<file path="src/rtl/apb_pkg.sv">
// ----------------------------------------------------------------------------
// apb_pkg
// Shared definitions for the AHB-to-APB bridge: the bridge FSM state
// encoding, the slave index constants and the default address-decode bases.
// No ports; imported by apb_addr_decode and apb_ctrl.
// ----------------------------------------------------------------------------
package apb_pkg;

    // Bridge sequencing states.
    typedef enum logic [2:0] {
        IDLE   = 3'd0,
        SETUP  = 3'd1,
        ACCESS = 3'd2,
        ERR1   = 3'd3,
        ERR2   = 3'd4
    } apbState_t;

    // Bit positions of each slave inside the one-hot PSEL / PREADY / PSLVERR.
    localparam int SLV_UART  = 0;
    localparam int SLV_TIMER = 1;
    localparam int NUM_SLV   = 2;

    // Default 4 KB page bases, compared against HADDR[31:12].
    localparam logic [19:0] DEF_UART_BASE  = 20'h4000D;
    localparam logic [19:0] DEF_TIMER_BASE = 20'h4000E;

    // Default abort threshold in ACCESS cycles.
    localparam int DEF_TIMEOUT = 16;

endpackage

</file>
<file path="src/rtl/apb_addr_decode.sv">
// ----------------------------------------------------------------------------
// apb_addr_decode
// Purely combinational page decoder. The upper 20 address bits are compared
// for equality against each slave base; a miss on every slave raises the
// unmapped flag so the bridge can answer with an AHB error instead of
// issuing an APB cycle.
//
// Ports
//   i_addrHi   in  20  HADDR[31:12]
//   o_sel      out  2  one-hot slave select (bit SLV_UART / SLV_TIMER)
//   o_unmapped out  1  no slave matched
// ----------------------------------------------------------------------------
module apb_addr_decode
    import apb_pkg::*;
#(
    parameter logic [19:0] UART_BASE  = DEF_UART_BASE,
    parameter logic [19:0] TIMER_BASE = DEF_TIMER_BASE
) (
    input  logic [19:0]        i_addrHi,
    output logic [NUM_SLV-1:0] o_sel,
    output logic               o_unmapped
);

    logic [NUM_SLV-1:0] w_hit;

    // Equality match per slave page. Bases are required to differ, so at
    // most one bit can be set and the result is one-hot or zero.
    always_comb begin
        w_hit            = '0;
        w_hit[SLV_UART]  = (i_addrHi == UART_BASE);
        w_hit[SLV_TIMER] = (i_addrHi == TIMER_BASE);
    end

    assign o_sel      = w_hit;
    assign o_unmapped = ~|w_hit;

endmodule

</file>
<file path="src/rtl/apb_ctrl.sv">
// ----------------------------------------------------------------------------
// apb_ctrl
// AHB-Lite slave to APB master bridge serving two APB slaves (UART, timer).
// An accepted AHB address phase is registered, decoded and turned into an
// APB SETUP + ACCESS sequence. Unmapped addresses, slave errors and slaves
// that never assert PREADY produce the two-cycle AHB error response.
//
// Ports
//   PCLK       in   1  clock, rising edge
//   PRESET     in   1  synchronous active-high reset
//   HSEL       in   1  AHB select for the APB region
//   HTRANS     in   2  AHB transfer type (bit1 = NONSEQ/SEQ)
//   HREADY     in   1  AHB bus ready
//   HADDR      in  32  AHB address
//   HWRITE     in   1  AHB direction
//   HWDATA     in  32  AHB write data (data phase)
//   HRDATA     out 32  read data, zero outside completing ACCESS cycles
//   HREADYOUT  out  1  transfer complete
//   HRESP      out  1  error response
//   PSEL       out  2  one-hot APB slave select
//   PENABLE    out  1  APB access phase
//   PWRITE     out  1  APB direction
//   PADDR      out 32  APB address
//   PWDATA     out 32  APB write data
//   PRDATA0/1  in  32  slave read data
//   PREADY     in   2  per-slave ready
//   PSLVERR    in   2  per-slave error
// ----------------------------------------------------------------------------
module apb_ctrl
    import apb_pkg::*;
#(
    parameter logic [19:0] UART_BASE  = DEF_UART_BASE,
    parameter logic [19:0] TIMER_BASE = DEF_TIMER_BASE,
    parameter int          TIMEOUT    = DEF_TIMEOUT
) (
    input  logic               PCLK,
    input  logic               PRESET,
    input  logic               HSEL,
    input  logic [1:0]         HTRANS,
    input  logic               HREADY,
    input  logic [31:0]        HADDR,
    input  logic               HWRITE,
    input  logic [31:0]        HWDATA,
    output logic [31:0]        HRDATA,
    output logic               HREADYOUT,
    output logic               HRESP,
    output logic [NUM_SLV-1:0] PSEL,
    output logic               PENABLE,
    output logic               PWRITE,
    output logic [31:0]        PADDR,
    output logic [31:0]        PWDATA,
    input  logic [31:0]        PRDATA0,
    input  logic [31:0]        PRDATA1,
    input  logic [NUM_SLV-1:0] PREADY,
    input  logic [NUM_SLV-1:0] PSLVERR
);

    // Wait count value on which a still-stalled ACCESS is abandoned.
    localparam logic [7:0] TIMEOUT_TC = 8'(TIMEOUT - 1);

    apbState_t          r_state;
    apbState_t          w_nextState;
    logic [31:0]        r_paddr;
    logic [31:0]        r_pwdata;
    logic               r_pwrite;
    logic [NUM_SLV-1:0] r_sel;
    logic [7:0]         r_waitCnt;

    logic [NUM_SLV-1:0] w_decSel;
    logic               w_decUnmapped;
    logic               w_pready;
    logic               w_pslverr;
    logic [31:0]        w_prdata;
    logic               w_complete;
    logic               w_timeout;
    logic               w_accept;
    logic               w_unused;

    // HTRANS[0] only separates SEQ from NONSEQ, which the bridge treats alike.
    assign w_unused = HTRANS[0];

    apb_addr_decode #(
        .UART_BASE  (UART_BASE),
        .TIMER_BASE (TIMER_BASE)
    ) u_addrDecode (
        .i_addrHi   (HADDR[31:12]),
        .o_sel      (w_decSel),
        .o_unmapped (w_decUnmapped)
    );

    // Only the addressed slave's handshake and data are looked at; the
    // other slave's PREADY/PSLVERR/PRDATA are don't-care for this transfer.
    assign w_pready  = |(PREADY & r_sel);
    assign w_pslverr = |(PSLVERR & r_sel);
    assign w_prdata  = r_sel[SLV_TIMER] ? PRDATA1 : PRDATA0;

    // A completing ACCESS is the only ACCESS cycle with HREADYOUT high, and
    // is therefore the only ACCESS cycle where a pipelined address phase
    // can be taken. PREADY is tested first so it beats the terminal count.
    assign w_complete = (r_state == ACCESS) && w_pready && !w_pslverr;
    assign w_timeout  = (r_state == ACCESS) && !w_pready && (r_waitCnt == TIMEOUT_TC);

    // New transfers are taken only while the bridge is signalling ready and
    // is free to start one: in IDLE or in the last cycle of a good ACCESS.
    // The second error cycle is deliberately excluded because the master is
    // expected to cancel its next transfer after an error.
    assign w_accept = HSEL && HTRANS[1] && HREADY && ((r_state == IDLE) || w_complete);

    // State register; reset drops back to IDLE, which also abandons any
    // transfer in flight without giving the master a response.
    always_ff @(posedge PCLK) begin
        if (PRESET) begin
            r_state <= IDLE;
        end else begin
            r_state <= w_nextState;
        end
    end

    // Address-phase capture, data-phase write data capture and the ACCESS
    // wait counter. PADDR/PWRITE/PWDATA only change when a new transfer
    // loads them, so they hold their last value between transfers.
    always_ff @(posedge PCLK) begin
        if (PRESET) begin
            r_paddr   <= '0;
            r_pwrite  <= 1'b0;
            r_pwdata  <= '0;
            r_sel     <= '0;
            r_waitCnt <= '0;
        end else begin
            if (w_accept) begin
                r_paddr  <= HADDR;
                r_pwrite <= HWRITE;
                r_sel    <= w_decSel;
            end
            if (r_state == SETUP) begin
                r_pwdata  <= HWDATA;
                r_waitCnt <= '0;
            end else if ((r_state == ACCESS) && !w_pready) begin
                r_waitCnt <= r_waitCnt + 8'd1;
            end
        end
    end

    // Next-state and bus outputs. Defaults describe IDLE; each state only
    // overrides what differs from it.
    always_comb begin
        w_nextState = r_state;
        PSEL        = '0;
        PENABLE     = 1'b0;
        HREADYOUT   = 1'b1;
        HRESP       = 1'b0;
        HRDATA      = '0;
        unique case (r_state)
            IDLE: begin
                if (w_accept) begin
                    w_nextState = w_decUnmapped ? ERR1 : SETUP;
                end
            end
            SETUP: begin
                PSEL        = r_sel;
                HREADYOUT   = 1'b0;
                w_nextState = ACCESS;
            end
            ACCESS: begin
                PSEL      = r_sel;
                PENABLE   = 1'b1;
                HREADYOUT = 1'b0;
                if (w_pready) begin
                    if (w_pslverr) begin
                        HRESP       = 1'b1;
                        w_nextState = ERR2;
                    end else begin
                        HREADYOUT = 1'b1;
                        HRDATA    = w_prdata;
                        if (w_accept) begin
                            w_nextState = w_decUnmapped ? ERR1 : SETUP;
                        end else begin
                            w_nextState = IDLE;
                        end
                    end
                end else if (w_timeout) begin
                    HRESP       = 1'b1;
                    w_nextState = ERR2;
                end
            end
            ERR1: begin
                HRESP       = 1'b1;
                HREADYOUT   = 1'b0;
                w_nextState = ERR2;
            end
            ERR2: begin
                HRESP       = 1'b1;
                w_nextState = IDLE;
            end
            default: begin
                w_nextState = IDLE;
            end
        endcase
    end

    assign PADDR  = r_paddr;
    assign PWRITE = r_pwrite;
    assign PWDATA = r_pwdata;

endmodule
</file>
<file path="config.mk">
export PLATFORM = sky130hd
export DESIGN_NAME = apb_ctrl
export DESIGN_NICKNAME = d
export VERILOG_FILES = /design/src/rtl/apb_pkg.sv /design/src/rtl/apb_addr_decode.sv /design/src/rtl/apb_ctrl.sv
export SDC_FILE = /design/constraint.sdc
export NUM_CORES = 1
export LEC_CHECK = 0
export ABC_AREA = 1
export ABC_CLOCK_PERIOD_IN_PS = 1900
export BUFFER_PORTS_ARGS = -buffer_cell sky130_fd_sc_hd__buf_2
export CELL_PAD_IN_SITES_DETAIL_PLACEMENT = 0
export CELL_PAD_IN_SITES_GLOBAL_PLACEMENT = 1
export CORE_ASPECT_RATIO = 1.5
export CORE_UTILIZATION = 27
export CTS_CLUSTER_DIAMETER = 50
export DETAILED_ROUTE_END_ITERATION = 7
export PLACE_DENSITY_LB_ADDON = 0.15
export SLEW_MARGIN = 15
export SYNTH_ARGS = -nofsm -noshare
export SYNTH_HDL_FRONTEND = slang
export SYNTH_HIERARCHICAL = 1
export SYNTH_SLANG_ARGS = --single-unit
</file>
<file path="constraint.sdc">
create_clock -name PCLK -period 1.9 [get_ports PCLK]
set_input_delay 0.19 -clock PCLK [delete_from_list [all_inputs] [get_ports PCLK]]
set_output_delay 0.19 -clock PCLK [all_outputs]
set_load 0.02 [all_outputs]
</file>
==> results.json, run 1 <==
{
  "first_pass_iters": 4,
  "synth_cell_types": 30,
  "arrival_ns": 1.65,
  "status": "finished, final reports clean",
  "worstPathMaxFanout": 8,
  "die_h_um": 143,
  "min_period_ns": 1.84,
  "cts_buffers": 9,
  "r2r_cells": 9,
  "h-tree-depth": 3,
  "p_per_area_mw_per_mm2": 736,
  "num_antenna_cells": 0,
  "ant_nets": 0,
  "synth-seq-cells": 78,
  "fmax_mhz": 545,
  "synth_fp_nets": 663,
  "cp-start-kind": "register",
  "routedWlPerCell_um": 13.8,
  "routed_wl_um": 12700,
  "postSynthCellCount": 523,
  "synth_warnings": 6,
  "area_growth_syn_to_layout_pct": 55.5,
  "hold_violations": 0,
  "start_util": 0.276,
  "rsz0062_at_grt": "yes",
  "worstMarginPinSlew_ns": 0.410,
  "grt_pass1_wl_um": 18600,
  "timing.final.crit_share": 0.967,
  "grt_start_max_net_pins": 38,
  "yosys_most_used_dff": "dfxtp_1",
  "synthesis.area_mm2": 0.00356,
  "grt_pass1_vias": 3925,
  "power_leakage_nw": 2.68,
  "gr-usage-all-layers": 0.178,
  "maxSlewViolCount": 0,
  "fin_cells": 922,
  "ir_drop_mv": 0.492,
  "setup_viol": 0,
  "worstSkewPairLatency_ns": 0.33,
  "synth-seq-area-share": 0.439,
  "dp.cells": 898,
  "cp.required_ns": 1.71,
  "cts_sinks": 78,
  "min_path_cells": 3,
  "drive_above_1_share": 0.412,
  "synth-edff-count": 0,
  "multi_input_area_mm2": 0.00189,
  "endpoint_kind": "output port",
  "die-area_mm2": 0.0136,
  "total_power_mw": 4.07,
  "ys_async_sr_fraction": 0,
  "drt_iter0_drc": 161,
  "layout.nets": 899,
  "cts_max_path_buffers": 2,
  "numPortBuffers": 239,
  "syn_area_per_cell_um2": 6.80,
  "num_rows": 51,
  "route.detailed.drc": 0,
  "hpwl_um": 8980,
  "antenna_found_initial": 0,
  "relSlewSlack": 0.726,
  "place_congestion": 0.720,
  "io_pins": 241,
  "cts_root_buf": "clkbuf_16",
  "grt_remaining_overflow": 0,
  "via_per_inst": 4.62,
  "fillers": 1359,
  "cap_viol_max_count": 0,
  "skew_ns": 0.00659,
  "fp.dieW_um": 95.7,
  "core_area_mm2": 0.0129,
  "vias": 4263,
  "path_clk_slew_ns": 0.06,
  "hold_class": "in2reg",
  "cts_tree": "done",
  "ff_latch_area_mm2": 0.00157,
  "timing.setup.critical_path_class": "reg2out"
}
## power by group
group          leakage [nW]  switching (mW)  total, mW  internal (mW)
registers             0.635          0.0295       1.72           1.69
clock network         0.151           0.657       1.77           1.12
logic                  1.89           0.335      0.576          0.241
## routing by layer
metal  vias to the layer above  wire (µm)  global-route usage
met5                         -          0                   0
met4                         0        200              0.0683
met3                        13       1230              0.0550
met2                       190       6420               0.317
met1                      1887       4850               0.191
li1                       2173          -                   -
## through the flow
stage | utilization | TNS (ns) | setup slack (ns) | area (µm²) | hold slack (ns)
CTS | 0.412 | 0 | 0.0115 | 5310 | 0.0683
global placement | 0.381 | 0 | 0.121 | 4900 | 0.412
floorplan | - | 0 | 0.183 | 3560 | 0.325
global route | 0.429 | -0.0423 | -0.0130 | 5530 | 0.0736
detailed placement | 0.381 | 0 | 0.0384 | 4900 | 0.418
finish | 0.429 | 0 | 0.0636 | 5530 | 0.0800
## worst max-delay path: stages (launching register included)
cell       delay, ns
dfxtp_2         0.34
inv_4           0.07
nand2_2         0.06
nor2_4          0.14
nand3_4         0.19
clkbuf_16       0.22
a21oi_1         0.13
buf_4           0.16
## path summary, 6_finish.rpt
path                                               from                endpoint  slack, ns
worst min register to register   PADDR[17]$_SDFFE_PP0N_  PADDR[17]$_SDFFE_PP0N_       0.46
worst max-delay path            r_state[0]$_SDFFE_PP0P_              HRDATA[22]       0.06
worst min-delay path                          HWDATA[4]  PWDATA[4]$_SDFFE_PP0P_       0.08
worst max register to register  r_state[0]$_SDFFE_PP0P_  PADDR[10]$_SDFFE_PP0N_       0.22
## cell families after synthesis
| kind of cell | Yosys count | synth area share |
|---|---|---|
| adder cells (fa/ha/maj) | 1 | 0.00352 |
| AND/OR/NAND/NOR | 281 | 0.331 |
| buffers and inverters | 49 | 0.0612 |
| AO/OA/AOI/OAI | 113 | 0.162 |
| flip-flops | 78 | 0.439 |
| XOR/XNOR | 1 | 0.00246 |
## sequential cells by signal, summed over array words and instances, names as in the netlist
name       count
PADDR         32
PWDATA        32
PWRITE         1
r_sel          2
r_state        3
r_waitCnt      8
## cells in the mapped netlist, types with 2 or more instances
cell      count  area share
buf_2         3      0.0042
nor2_1       87       0.092
or2_2         2      0.0035
nor3_1        3      0.0042
buf_4         6       0.013
inv_2         3      0.0032
inv_1        14       0.015
o211ai_1      2      0.0042
dfxtp_1      78        0.44
clkbuf_1     21       0.022
a21oi_1      74        0.10
a21boi_0      2      0.0042
nor2_2        3      0.0053
nand2_4       2      0.0063
o21ai_0      34       0.048
nand3_1      40       0.056
nand2_1     136        0.14
## layout make-up
| class | count | share of cell area |
|---|---|---|
| clock buffer | 12 | 0.0482 |
| clock inverter | 3 | 0.00769 |
| inverter | 17 | 0.0120 |
| multi-input combinational | 397 | 0.343 |
| sequential | 78 | 0.284 |
| tap | 159 | 0.0360 |
| timing repair buffer | 256 | 0.270 |
## cell usage in the layout (no fill, tap or decap), types with 3 or more instances in the layout
master,Yosys,final
nor2_1,87,85
buf_6,1,4
nand2_1,136,135
buf_12,0,5
clkbuf_8,0,3
dfxtp_1,78,72
inv_2,3,4
nor2_2,3,4
buf_2,3,210
inv_1,14,12
buf_4,6,36
a21oi_1,74,59
nor3_1,3,3
dfxtp_2,0,6
clkbuf_16,0,10
o21ai_0,34,34
a21oi_2,0,15
nand3_1,40,40
## repair_timing
| action | 4_1_cts | 5_1_grt |
|---|---|---|
| pin swaps | 2 | 3 |
| gates resized for setup | 8 | 61 |
| cloned | 1 | 1 |
| endpoints found under the setup margin | 19 | 67 |
| hold buffers | 0 | 0 |
| setup buffers | 6 | 1 |
No activity file was read; power rests on OpenSTA's default activity.
==> run 2, diff against run 1 <==
Settings changed: CORE_MARGIN from default to 3, PLACE_DENSITY_LB_ADDON 0.15 to 0.1.
==> run 2 against run 1 <==
  * First-iteration DRC count is 9.3% lower
  * Clock power hardly changed
  * Global-route usage is 0.90 points lower
  * Register-to-register slack better by 0.07 ns
  * Sequential power hardly changed
  * Combinational power is 2% lower
  * Worst setup slack worse by 0.041 ns
  * Critical path type unchanged
  * Highest routed layer is now met5
==> results.json, run 2 (synthesis results as in run 1) <==
{
  "cts_max_path_buffers": 2,
  "ant_nets": 0,
  "gr-usage-met3": 0.0593,
  "setup_viol": 0,
  "final_common_cell": "buf_2",
  "final_area_mm2": 0.00559,
  "vias": 4388,
  "skew_ns": 0.00450,
  "cp-start-kind": "register",
  "fillers": 1341,
  "maxSlewViolCount": 0,
  "layout.nets": 904,
  "power_leakage_nw": 2.70,
  "worstPathMaxFanout": 8,
  "grt.busiest_layer": "met2",
  "cts_root_buf": "clkbuf_16",
  "met2_usage": 0.304,
  "io_pins": 241,
  "rsz0062_at_grt": "yes",
  "worstMarginPinSlew_ns": 0.432,
  "hold_class": "in2reg",
  "fmax_mhz": 533,
  "hpwl_um": 9410,
  "slowest_stage": "dfxtp_2",
  "arrival_ns": 1.69,
  "timing.rr.start": "r_state[0]$_SDFFE_PP0P_",
  "start_util": 0.280,
  "place_congestion": 0.765,
  "holdPathEnd": "PWDATA[30]$_SDFFE_PP0P_",
  "timing.final.crit_share": 0.988,
  "r2r_cells": 9,
  "grt_start_max_net_pins": 38,
  "num_antenna_cells": 0,
  "rrSetupSlack_ns": 0.29,
  "route.detailed.drc": 0,
  "path_cells": "inv_2, nand2_2, nor2_4, nand3_4, clkbuf_16, a21oi_1, buf_4",
  "crit_buf_inv": 3,
  "die-area_mm2": 0.0146,
  "drive_above_1_share": 0.424,
  "grt_remaining_overflow": 0,
  "placed_area_mm2": 0.00492,
  "min_path_cells": 3,
  "timing.setup.critical_path_class": "reg2out",
  "drt_iter0_drc": 146,
  "ir_drop_mv": 0.527,
  "numPortBuffers": 239,
  "first_pass_iters": 4,
  "routedWlPerCell_um": 14.5,
  "min-delay-start": "HWDATA[30]",
  "cts_sinks": 78,
  "min_period_ns": 1.88,
  "grt_pass1_vias": 4091,
  "cts_buffers": 9,
  "die_h_um": 147,
  "antenna_found_initial": 3,
  "endpoint_kind": "output port",
  "via_per_inst": 4.74,
  "hold_buffers": 0,
  "fp.dieW_um": 99.7,
  "grt_pass1_wl_um": 20100,
  "area_growth_syn_to_layout_pct": 57.2,
  "grt_use_met1": 0.181,
  "cts_tree": "done",
  "core_area_mm2": 0.0127,
  "relSlewSlack": 0.712,
  "p_per_area_mw_per_mm2": 724,
  "worstSkewPairLatency_ns": 0.33,
  "setup_slack_ns": 0.0231,
  "path_clk_slew_ns": 0.06,
  "slowest_delay_ns": 0.33,
  "cp.required_ns": 1.71,
  "pre_cts_slack_ns": 0.198,
  "mostFrequentLayoutCells": "buf_2 (209), nand2_1 (135), nor2_1 (85)",
  "num_rows": 50,
  "gr-usage-all-layers": 0.169,
  "hold_violations": 0,
  "routed_wl_um": 13400,
  "cp_top_family": "buffers and inverters",
  "status": "finished, final reports clean",
  "reg2reg_to": "PADDR[5]$_SDFFE_PP0N_",
  "cap_viol_max_count": 0,
  "h-tree-depth": 3
}
run 2: worst register-to-register path: cells and delay by family, from the launching register on:
family | cells | cell delay, ns
AO/OA/AOI/OAI | 1 | 0.07
buffers and inverters | 2 | 0.21
flip-flops | 1 | 0.33
AND/OR/NAND/NOR | 6 | 0.88
run 2: metal layers:
metal / share of wire / wire [µm]
met1: 0.37 / 4970
met2: 0.51 / 6870
met3: 0.10 / 1370
met4: 0.014 / 192
met5: 0.0020 / 27
run 2: final cells by class:
cell class,instances,area (µm²),area share
multi-input combinational,397,1910,0.342
sequential,78,1570,0.281
timing repair buffer,261,1540,0.276
clock buffer,11,253,0.0452
tap,156,195,0.0349
inverter,17,63.8,0.0114
clock inverter,5,57.6,0.0103
run 2: stage by stage:
stage / total power, mW / TNS (ns) / utilization / instances / hold slack, ns
after floorplan: 2.04 / 0 / - / 523 / 0.325
after global placement: 2.30 / 0 / 0.387 / 897 / 0.413
after detailed placement: 2.31 / 0 / 0.387 / 897 / 0.416
after CTS: 4.11 / -0.0151 / 0.416 / 916 / 0.0665
after global routing: 4.25 / -0.258 / 0.440 / 925 / 0.0835
final: 4.05 / 0 / 0.440 / 925 / 0.0781
run 2: worst max path at each step:
stage	start	end	slack [ns]	cells after the start
floorplan	r_state[2]$_SDFFE_PP0P_	PSEL[0]	0.18	6
global placement	r_state[1]$_SDFFE_PP0P_	r_state[1]$_SDFFE_PP0P_	0.28	9
detailed placement	r_state[1]$_SDFFE_PP0P_	PADDR[5]$_SDFFE_PP0N_	0.20	7
CTS	r_state[0]$_SDFFE_PP0P_	HRDATA[18]	-0.02	7
global route	r_state[0]$_SDFFE_PP0P_	HRDATA[31]	-0.06	7
finish	r_state[0]$_SDFFE_PP0P_	HRDATA[31]	0.02	7
run 2: power by group:
group	internal (mW)	switching [mW]	total, mW
clock	1.09	0.676	1.76
combinational	0.235	0.331	0.566
sequential	1.69	0.0288	1.72
total	3.01	1.04	4.05
run 2: what timing repair did:
| action | in CTS | in global routing |
|---|---|---|
| endpoints found under the setup margin | 20 | 35 |
| resized for setup | 6 | 66 |
| buffers inserted | 2 | 6 |
| gates cloned | 1 | 3 |
| pin swaps | 1 | 2 |
